$ cat src/rtl/regfile_wb_scoreboard_pkg.sv
// Shared widths and types for the register-file write-back path and its scoreboard.
package regfile_wb_scoreboard_pkg;
   localparam int REG_W    = 5;
   localparam int XLEN     = 32;
   localparam int NUM_REGS = 32;
   localparam logic [REG_W-1:0] X0 = '0;

   typedef struct packed {
      logic             valid;
      logic [REG_W-1:0] rd;
      logic [XLEN-1:0]  data;
   } wb_ent_t;
endpackage

$ cat src/rtl/regfile_wb_scoreboard_lsu_wb_hold.sv
// One-entry holding register for LSU returns; ready depends only on its own state.
module lsu_wb_hold
   import regfile_wb_scoreboard_pkg::*;
(
   input  logic             clk,
   input  logic             reset_n,
   input  logic             in_valid,
   input  logic [REG_W-1:0] in_rd,
   input  logic [XLEN-1:0]  in_data,
   output logic             in_ready,
   input  logic             drain,
   output wb_ent_t          hold
);
   assign in_ready = ~hold.valid;

   // Capture and drain are mutually exclusive: drain needs a full entry, capture an empty one.
   always_ff @(posedge clk or negedge reset_n) begin
      if (!reset_n) begin
         hold <= '0;
      end else if (drain) begin
         hold.valid <= 1'b0;
      end else if (in_valid && in_ready) begin
         hold.valid <= 1'b1;
         hold.rd    <= in_rd;
         hold.data  <= in_data;
      end
   end
endmodule

$ cat src/rtl/regfile_wb_scoreboard.sv
// Write-back arbiter (ALU over LSU) for the register file plus the long-latency
// hazard scoreboard that stalls issue.
module regfile_wb_scoreboard
   import regfile_wb_scoreboard_pkg::*;
#(
   parameter int MAX_OUTSTANDING = 4,
   parameter int CNT_W           = 4
) (
   input  logic                clk,
   input  logic                reset_n,
   input  logic                issue_valid,
   input  logic [REG_W-1:0]    issue_rs1,
   input  logic [REG_W-1:0]    issue_rs2,
   input  logic                issue_use_rs1,
   input  logic                issue_use_rs2,
   input  logic                issue_writes,
   input  logic [REG_W-1:0]    issue_rd,
   input  logic                issue_long,
   output logic                issue_stall,
   input  logic                alu_wb_valid,
   input  logic [REG_W-1:0]    alu_wb_rd,
   input  logic [XLEN-1:0]     alu_wb_data,
   input  logic                lsu_wb_valid,
   input  logic [REG_W-1:0]    lsu_wb_rd,
   input  logic [XLEN-1:0]     lsu_wb_data,
   output logic                lsu_wb_ready,
   output logic                rf_we,
   output logic [REG_W-1:0]    rf_wa,
   output logic [XLEN-1:0]     rf_wd,
   output logic [NUM_REGS-1:0] busy_vec,
   output logic [CNT_W-1:0]    outstanding,
   output logic                err_sticky
);
   localparam logic [CNT_W-1:0] MAX_CNT = CNT_W'(MAX_OUTSTANDING);

   wb_ent_t             hold;
   logic                drain;
   logic                hz1, hz2, hzd, full, accept, set_long, dec_ok, err_set;
   logic [NUM_REGS-1:0] busy_nxt;
   logic [CNT_W-1:0]    cnt_nxt;

   lsu_wb_hold u_hold (
      .clk      (clk),
      .reset_n  (reset_n),
      .in_valid (lsu_wb_valid),
      .in_rd    (lsu_wb_rd),
      .in_data  (lsu_wb_data),
      .in_ready (lsu_wb_ready),
      .drain    (drain),
      .hold     (hold)
   );

   // Hazards look only at registered busy bits; a same-edge clear is seen next cycle.
   assign hz1         = issue_use_rs1 & busy_vec[issue_rs1];
   assign hz2         = issue_use_rs2 & busy_vec[issue_rs2];
   assign hzd         = issue_writes & busy_vec[issue_rd];
   assign full        = issue_long & issue_writes & (outstanding == MAX_CNT);
   assign issue_stall = issue_valid & (hz1 | hz2 | hzd | full);
   assign accept      = issue_valid & ~issue_stall;
   assign set_long    = accept & issue_long & issue_writes;

   // ALU cannot be back-pressured, so the hold only drains on ALU-idle cycles.
   assign drain  = hold.valid & ~alu_wb_valid;
   assign dec_ok = drain & (outstanding != '0);
   assign err_set = drain & (((hold.rd != X0) & ~busy_vec[hold.rd]) | (outstanding == '0));

   always_comb begin
      busy_nxt = busy_vec;
      if (drain)
         busy_nxt[hold.rd] = 1'b0;
      if (set_long)
         busy_nxt[issue_rd] = 1'b1;
      busy_nxt[X0] = 1'b0;
   end

   always_comb begin
      cnt_nxt = outstanding;
      unique case ({set_long, dec_ok})
         2'b10:   cnt_nxt = outstanding + CNT_W'(1);
         2'b01:   cnt_nxt = outstanding - CNT_W'(1);
         default: cnt_nxt = outstanding;
      endcase
   end

   always_ff @(posedge clk or negedge reset_n) begin
      if (!reset_n) begin
         busy_vec    <= '0;
         outstanding <= '0;
         err_sticky  <= 1'b0;
         rf_we       <= 1'b0;
         rf_wa       <= '0;
         rf_wd       <= '0;
      end else begin
         busy_vec    <= busy_nxt;
         outstanding <= cnt_nxt;
         if (err_set)
            err_sticky <= 1'b1;
         if (alu_wb_valid) begin
            rf_we <= (alu_wb_rd != X0);
            rf_wa <= alu_wb_rd;
            rf_wd <= alu_wb_data;
         end else if (hold.valid) begin
            rf_we <= (hold.rd != X0);
            rf_wa <= hold.rd;
            rf_wd <= hold.data;
         end else begin
            rf_we <= 1'b0;
         end
      end
   end
endmodule

$ cat config.mk
export PLATFORM = sky130hd
export DESIGN_NAME = regfile_wb_scoreboard
export DESIGN_NICKNAME = d
export VERILOG_FILES = /design/src/rtl/regfile_wb_scoreboard_pkg.sv /design/src/rtl/regfile_wb_scoreboard_lsu_wb_hold.sv /design/src/rtl/regfile_wb_scoreboard.sv
export SDC_FILE = /design/constraint.sdc
export NUM_CORES = 1
export LEC_CHECK = 0
export ABC_AREA = 0
export CAP_MARGIN = 20
export CORE_AREA = 4 4 113 126
export DETAILED_ROUTE_END_ITERATION = 10
export DIE_AREA = 0 0 117 130
export GPL_TIMING_DRIVEN = 0
export PLACE_DENSITY_LB_ADDON = 0.3
export SETUP_SLACK_MARGIN = 0.05
export SLEW_MARGIN = 0
export SYNTH_ARGS = -nofsm -noshare
export SYNTH_HDL_FRONTEND = slang
export SYNTH_HIERARCHICAL = 1
export SYNTH_SLANG_ARGS = --single-unit
$ cat constraint.sdc
create_clock -name clk -period 4.5 [get_ports clk]
set_input_delay 0.9 -clock clk [delete_from_list [all_inputs] [get_ports clk]]
set_output_delay 0.9 -clock clk [all_outputs]
set_load 0.01 [all_outputs]
==> results.toml, run 1 <==
[die]
fp.dieArea_um2 = 15200
x_dimension_of_the_die_um = 117
placement_rows = 44
starting_density_of_the_core = 0.473
num_io_pins = 175
die_h_um = 130
coreArea_um2 = 13000

[setup_path]
critical-path-top-cell-by-count = "clkdlybuf4s50_1"
cp-end-kind = "output pin"
critPathMaxStageDelay_ns = 0.65
crit_path_top_delay_cell = "a2111oi_1"
critical_path_class = "in -> out"
crit_path_cell_trace = "clkdlybuf4s50_1, a31oi_1, a2111oi_1, o41ai_4, o211ai_2, buf_4, and2_1, clkdlybuf4s50_1"
cp-start-kind = "input pin"
worstPathMaxFanout = 10
setup.reg_to_reg.worst_slack_ns = 0.84
timing.critical_path.arrival_ns = 3.44
critical_path_rt_ns = 3.60

[logic_synthesis]
ys_types = 49
ys.flop_type = "dfrtp_1"
synth_area_um2 = 6150
netlist_instances = 519
avg_synthesized_cell_area_um2 = 11.8
synth_seq_cells = 112
postSynth.asyncResetShare = 1.00
number_of_synthesized_flops_with_an_enable_pin = 0
yosys_warnings = 6
synthesis.nets = 620
fraction_of_the_yosys_area_taken_by_sequential_cells = 0.456

[place]
dpl.hpwl_mm = 13.3
gp_congestion = 0.968
number_of_cells_after_detailed_placement = 848
number_of_port_buffers = 167

[routing]
detail_route.iter0.violations = 271
drt-wirelength-per-cell_um = 20.9
ant_nets = 0
via_count = 5130
route.detailed.drc = 0
drt_total_wl_mm = 18.1
firstDrtPassIters = 5
routed_via_density = 5.92

[clock_network]
ctsHoldBuffers = 0
clk_pin_slew_ns = 0.08
cts_root_buffer = "clkbuf_16"
cts_made_buffers = 9
tritoncts = "done"
cts.path.max_buffers = 2
clock_tree.htree_level_count = 3
worstSkewPairLatency_ns = 0.34
numClockSinks = 112

[timing]
worst-slew-pin-transition_ns = 0.742
fin_worst_skew_ns = 0.00824
max_freq_mhz = 230
timing.final.crit_share = 0.964
setup-violations-final = 0
setup_repair_after_global_routing_missed_its_margin = "false"
timing.max_slew.rel_slack = 0.505
timing.final.max_slew_violations = 0
layout_min_cycle_time_ns = 4.34
report.final.hold_viol_count = 0

[pwr]
finalPower_uw = 3490
power.density_cell_area_nw_per_um2 = 418
power.leakage_uw = 0.00351
ir_worst_vdd_v = 0.000196

[cells_and_area]
post_layout_nonfiller_instances = 866
area_delta_synth_final_pct = 35.9
antennaDiodeCount = 0
layout.nets = 801
layout-drive-gt1-share = 0.155
fillCellCount = 1014

[global_routing]
grt_util_all_layers = 0.243
grt_remaining_overflow = 0
grt_pass1_vias = 5365
antenna_found_initial = 0
grt_max_degree = 70
first_pass_grt_wire_length_mm = 28.7

[run]
maxCapViolCount = 0

[outcome]
run_status = "complete, no violations"

[worst_hold_path]
holdCritPathClass = "reg -> reg"
==> final timing paths <==
path	depth (start not counted)	to	from
max	8	issue_stall	issue_rd[4]
min	1	err_sticky	err_sticky
max reg2reg	15	outstanding[2]	busy_vec[11]
min reg2reg	1	err_sticky	err_sticky
max in group asynchronous	2	u_hold/hold[0]	reset_n
min in group asynchronous	1	outstanding[1]	reset_n
==> where the power goes <==
group | total [uW] | internal, uW | switching [uW]
clock | 750 | 391 | 359
sequential | 1470 | 1240 | 230
combinational | 1270 | 727 | 543
==> layer usage <==
layer  track usage  wire length [um]  part of all wire
met5             0                 0                 0
met4         0.109               595             0.033
met3        0.0733              1810              0.10
met2         0.388              8690              0.48
met1         0.306              7020              0.39
==> per-stage QoR <==
stage               hold WS, ns  worst slack, ns  utilization  instance area [um2]  TNS [ns]
global placement          0.466            -1.62        0.617                 8020   -180.95
finish                    0.485            0.160        0.643                 8350         0
CTS                       0.489           0.0503        0.642                 8340         0
global route              0.528           0.0623        0.643                 8350         0
detailed placement        0.469           -0.259        0.619                 8050    -0.529
floorplan                 0.479            0.668            -                 6150         0
==> what timing repair did <==
| item | in CTS | in global routing |
|---|---|---|
| buffers inserted | 1 | 0 |
| pin swaps | 2 | 1 |
| setup endpoints to repair | 1 | 1 |
| cloned | 1 | 0 |
| gates resized for setup | 3 | 6 |
==> cell type report <==
type,count,area (um2),area share
Clock inverter,5,32.5,0.00389
Buffer,39,250,0.0300
Clock buffer,11,243,0.0291
Tap cell,161,201,0.0241
Sequential cell,112,2800,0.335
Inverter,6,22.5,0.00270
Multi-Input combinational cell,362,3090,0.370
Timing Repair Buffer,170,1710,0.205
==> critical path, delay by kind of cell <==
family | cells | cell delay, ns
AO/OA/AOI/OAI | 4 | 1.02
buffers and inverters | 3 | 1.38
AND/OR/NAND/NOR | 1 | 0.15
==> cell usage after synthesis (10+ instances only) <==
cell      instances  share of area
nor2_1           12         0.0073
nand3b_1         11          0.013
mux4_2           25          0.092
nand2_1          55          0.034
mux2_4           30          0.073
clkbuf_1         20          0.012
o21ai_0          73          0.059
mux2_2           10          0.018
nand3_1          12         0.0098
dfrtp_1         112           0.46
o31ai_1          24          0.029
mux2i_1          51          0.083
==> state kept, by name, summed over array words and instances (netlist names) <==
name and cells:
u_hold/hold 38, rf_wd 32, busy_vec 31, rf_wa 5
outstanding 4, err_sticky 1, rf_we 1
==> cell usage in the layout, fill, tap and decap left out, types with 4 or more instances in the layout <==
cell type | netlist | layout
xor2_1 | 4 | 4
nand2_1 | 55 | 55
clkbuf_16 | 0 | 9
buf_6 | 4 | 5
mux2_4 | 30 | 30
clkbuf_1 | 20 | 20
buf_1 | 4 | 4
nor2_1 | 12 | 12
nor2b_1 | 8 | 8
o21ai_0 | 73 | 73
buf_2 | 5 | 5
clkdlybuf4s50_1 | 0 | 165
inv_1 | 6 | 6
mux2_2 | 10 | 10
nand3_1 | 12 | 12
o31ai_1 | 24 | 24
o41ai_2 | 5 | 4
dfrtp_1 | 112 | 112
nand3b_1 | 11 | 11
mux4_2 | 25 | 25
mux2i_1 | 51 | 51
buf_4 | 3 | 6
==> cell families after synthesis <==
kind of cell               share of synthesized area
other                                       0.000610
AOI/OAI and AO/OA                              0.127
xor gates and xnor gates                     0.00712
adders and majority gates                    0.00611
DFF                                            0.456
and+or+nand+nor                               0.0898
buffers and inverters                         0.0431
muxes                                          0.271
Note: power is estimated with default switching activity, not from simulation.
==> inputs of run 2 (changes only) <==
--- a/config.mk
+++ b/config.mk
@@ -7,14 +7,13 @@
 export LEC_CHECK = 0
 export ABC_AREA = 0
 export CAP_MARGIN = 20
-export CORE_AREA = 4 4 113 126
+export CORE_AREA = 4 4 113 125
 export DETAILED_ROUTE_END_ITERATION = 10
-export DIE_AREA = 0 0 117 130
+export DIE_AREA = 0 0 117 129
 export GPL_TIMING_DRIVEN = 0
 export PLACE_DENSITY_LB_ADDON = 0.3
 export SETUP_SLACK_MARGIN = 0.05
 export SLEW_MARGIN = 0
 export SYNTH_ARGS = -nofsm -noshare
 export SYNTH_HDL_FRONTEND = slang
-export SYNTH_HIERARCHICAL = 1
 export SYNTH_SLANG_ARGS = --single-unit
==> run 2 against run 1 <==
  * Clock-buffer cell count is 1 lower
  * Final cell count increased by 2.3%
  * Utilization grew 0.84 points
  * Die area decreased by 0.77%
==> results.toml, run 2 <==
[clock_network]
cts_made_buffers = 9
cts_root_buffer = "clkbuf_16"
numClockSinks = 112
cts.path.max_buffers = 2
tritoncts = "done"
clk_pin_slew_ns = 0.07
worstSkewPairLatency_ns = 0.34
clock_tree.htree_level_count = 3

[cells_and_area]
antennaDiodeCount = 0
layout.nets = 827
layout.cells.most_common_list = "clkdlybuf4s50_1, dfrtp_1, o21ai_0, nand2_1, mux2i_1"
largest_reg_flops = 38
area_delta_synth_final_pct = 36.6
reg.largest.list = "u_hold.hold x38, rf_wd x32, busy_vec x31"
fillCellCount = 1016
layout_commonest_cell = "clkdlybuf4s50_1"
layout-drive-gt1-share = 0.144
registers.top_by_ff_count = "u_hold.hold"

[setup_path]
crit_path_cell_trace = "clkdlybuf4s50_1, buf_6, mux4_2, mux2i_2, nand2_1, a32oi_2, o211ai_2, buf_4, buf_6, or2_2, ha_2, xor2_1, ha_1, a21oi_1, xor2_1, nor2_1, xor2_1"
timing.critical_path.arrival_ns = 4.58
cp-start-kind = "input pin"
setup.worst_path.start = "issue_rs1[1]"
worstPathMaxFanout = 10
path_buf_inv = 4
critical_path_rt_ns = 4.72
critPathMaxStageDelay_ns = 0.53
crit_path_top_delay_cell = "mux4_2"
critical_path_class = "in -> reg"
cp-end-kind = "flip-flop"
critical-path-top-cell-by-count = "xor2_1"
crit_family = "buffers and inverters"
worstRegToRegCells = 15
path_length_in_cells_of_the_critical_path = 17
r2r-start = "busy_vec[30]"

[logic_synthesis]
number_of_synthesized_flops_with_an_enable_pin = 0
postSynth.asyncResetShare = 1.00
ys_types = 53
fraction_of_the_yosys_area_taken_by_sequential_cells = 0.463
yosys.area.top_type = "dfrtp_1"
ys.flop_type = "dfrtp_1"
synth_seq_cells = 112
yosys_warnings = 0
netlist_instances = 545
synth_commonest_cells = "dfrtp_1, o21ai_0, nand2_1"
yosys.area.top_type_share = 0.463
netlist_top_cells_area = "dfrtp_1, mux2i_1, mux2_2"
synthesis.nets = 646
avg_synthesized_cell_area_um2 = 11.1
synth_area_um2 = 6050
synthMostInstantiatedCell = "dfrtp_1"

[routing]
topRoutingLayerUsed = "met4"
detail_route.iter0.violations = 391
ant_nets = 0
drt-met1-wl_mm = 6.90
route.detailed.drc = 0
routed_via_density = 5.97
drt-wirelength-per-cell_um = 20.7
drt_total_wl_mm = 18.3
via_count = 5289
dr_wl_met2_mm = 8.93
firstDrtPassIters = 5
met3_wirelength_mm = 2.00

[global_routing]
grt_remaining_overflow = 0
grt_util_all_layers = 0.246
first_pass_grt_wire_length_mm = 29.0
grt_max_degree = 60
antenna_found_initial = 0
grt_pass1_vias = 5574

[timing]
setup_tns_ns = 0
report.final.hold_viol_count = 0
layout_min_cycle_time_ns = 4.36
timing.max_slew.rel_slack = 0.487
fin_worst_skew_ns = 0.00625
worst-slew-pin-transition_ns = 0.770
setup_repair_after_global_routing_missed_its_margin = "true"
setup-violations-final = 0
timing.final.max_slew_violations = 0
max_freq_mhz = 229
timing.final.crit_share = 0.969

[die]
fp.dieArea_um2 = 15100
num_io_pins = 175
x_dimension_of_the_die_um = 117
placement_rows = 43
die_h_um = 129
coreArea_um2 = 12700
starting_density_of_the_core = 0.477

[worst_hold_path]
hold_depth = 1
worst_hold_startpoint = "err_sticky"
holdCritPathClass = "reg -> reg"

[place]
number_of_port_buffers = 165
dpl.hpwl_mm = 13.8
gp_congestion = 1.03

[run]
maxCapViolCount = 0

[pwr]
ir_worst_vdd_v = 0.000253
power.density_cell_area_nw_per_um2 = 392
finalPower_uw = 3240
power.leakage_uw = 0.00339

[outcome]
run_status = "complete, no violations"
[run 2: cell type report]
class / instances / area, um2 / area share
Clock buffer: 10 / 229 / 0.0277
Timing Repair Buffer: 170 / 1710 / 0.207
Clock inverter: 4 / 47.5 / 0.00575
Sequential cell: 112 / 2800 / 0.339
Multi-Input combinational cell: 379 / 3040 / 0.367
Tap cell: 157 / 196 / 0.0238
Buffer: 44 / 213 / 0.0257
Inverter: 10 / 37.5 / 0.00454
[run 2: cell families after synthesis]
kind of cell | synth area share
buffers and inverters | 0.0376
adder cells (fa/ha/maj) | 0.00620
AND/OR/NAND/NOR | 0.0940
multiplexers | 0.249
AO/OA/AOI/OAI | 0.142
other | 0.000619
flip-flops | 0.463
XOR/XNOR | 0.00723
[run 2: worst register-to-register path, cell delays in order (launching register included)]
cell and delay, ns:
dfrtp_1 0.47, mux4_2 0.47, nor2b_1 0.15, o31a_1 0.25, o41ai_2 0.32, o211ai_2 0.17
buf_4 0.19, buf_6 0.15, or2_2 0.32, ha_2 0.23, xor2_1 0.15, ha_1 0.20
a21oi_1 0.16, xor2_1 0.16, nor2_1 0.06, xor2_1 0.14
[run 2: power by group]
group	internal (uW)	switching, uW
logic	596	496
clock network	424	347
registers	1200	184
total	2220	1030
[run 2: stage by stage]
stage | cells | util | hold WS [ns] | area, um2 | worst slack (ns)
global placement | 867 | 0.622 | 0.464 | 7900 | -1.57
CTS | 886 | 0.651 | 0.510 | 8260 | 0.0821
detailed placement | 868 | 0.624 | 0.465 | 7930 | -0.614
finish | 886 | 0.651 | 0.504 | 8270 | 0.138
floorplan | 545 | - | 0.480 | 6050 | 0.523
global route | 886 | 0.651 | 0.527 | 8270 | 0.00911
[run 2: metal layers]
layer | vias to the layer above | track usage
met2 | 319 | 0.409
met3 | 37 | 0.0757
li1 | 2369 | -
met5 | - | 0
met4 | 0 | 0.0884
met1 | 2564 | 0.303
[run 2: timing repair]
| action | CTS | global route |
|---|---|---|
| resized for setup | 10 | 4 |
| hold buffers | 0 | 0 |
| pin swaps | 3 | 1 |
| setup buffers | 4 | 0 |
| endpoints found under the setup margin | 3 | 2 |
| cloned | 0 | 0 |
[run 2: path summary, 6_finish.rpt]
path	to	slack, ns
min in group asynchronous	u_hold.hold[18]	0.60
worst max-delay path	outstanding[2]	0.14
max in group asynchronous	outstanding[3]	3.18
worst min register to register	err_sticky	0.50
worst min-delay path	err_sticky	0.50
worst max register to register	outstanding[2]	0.80
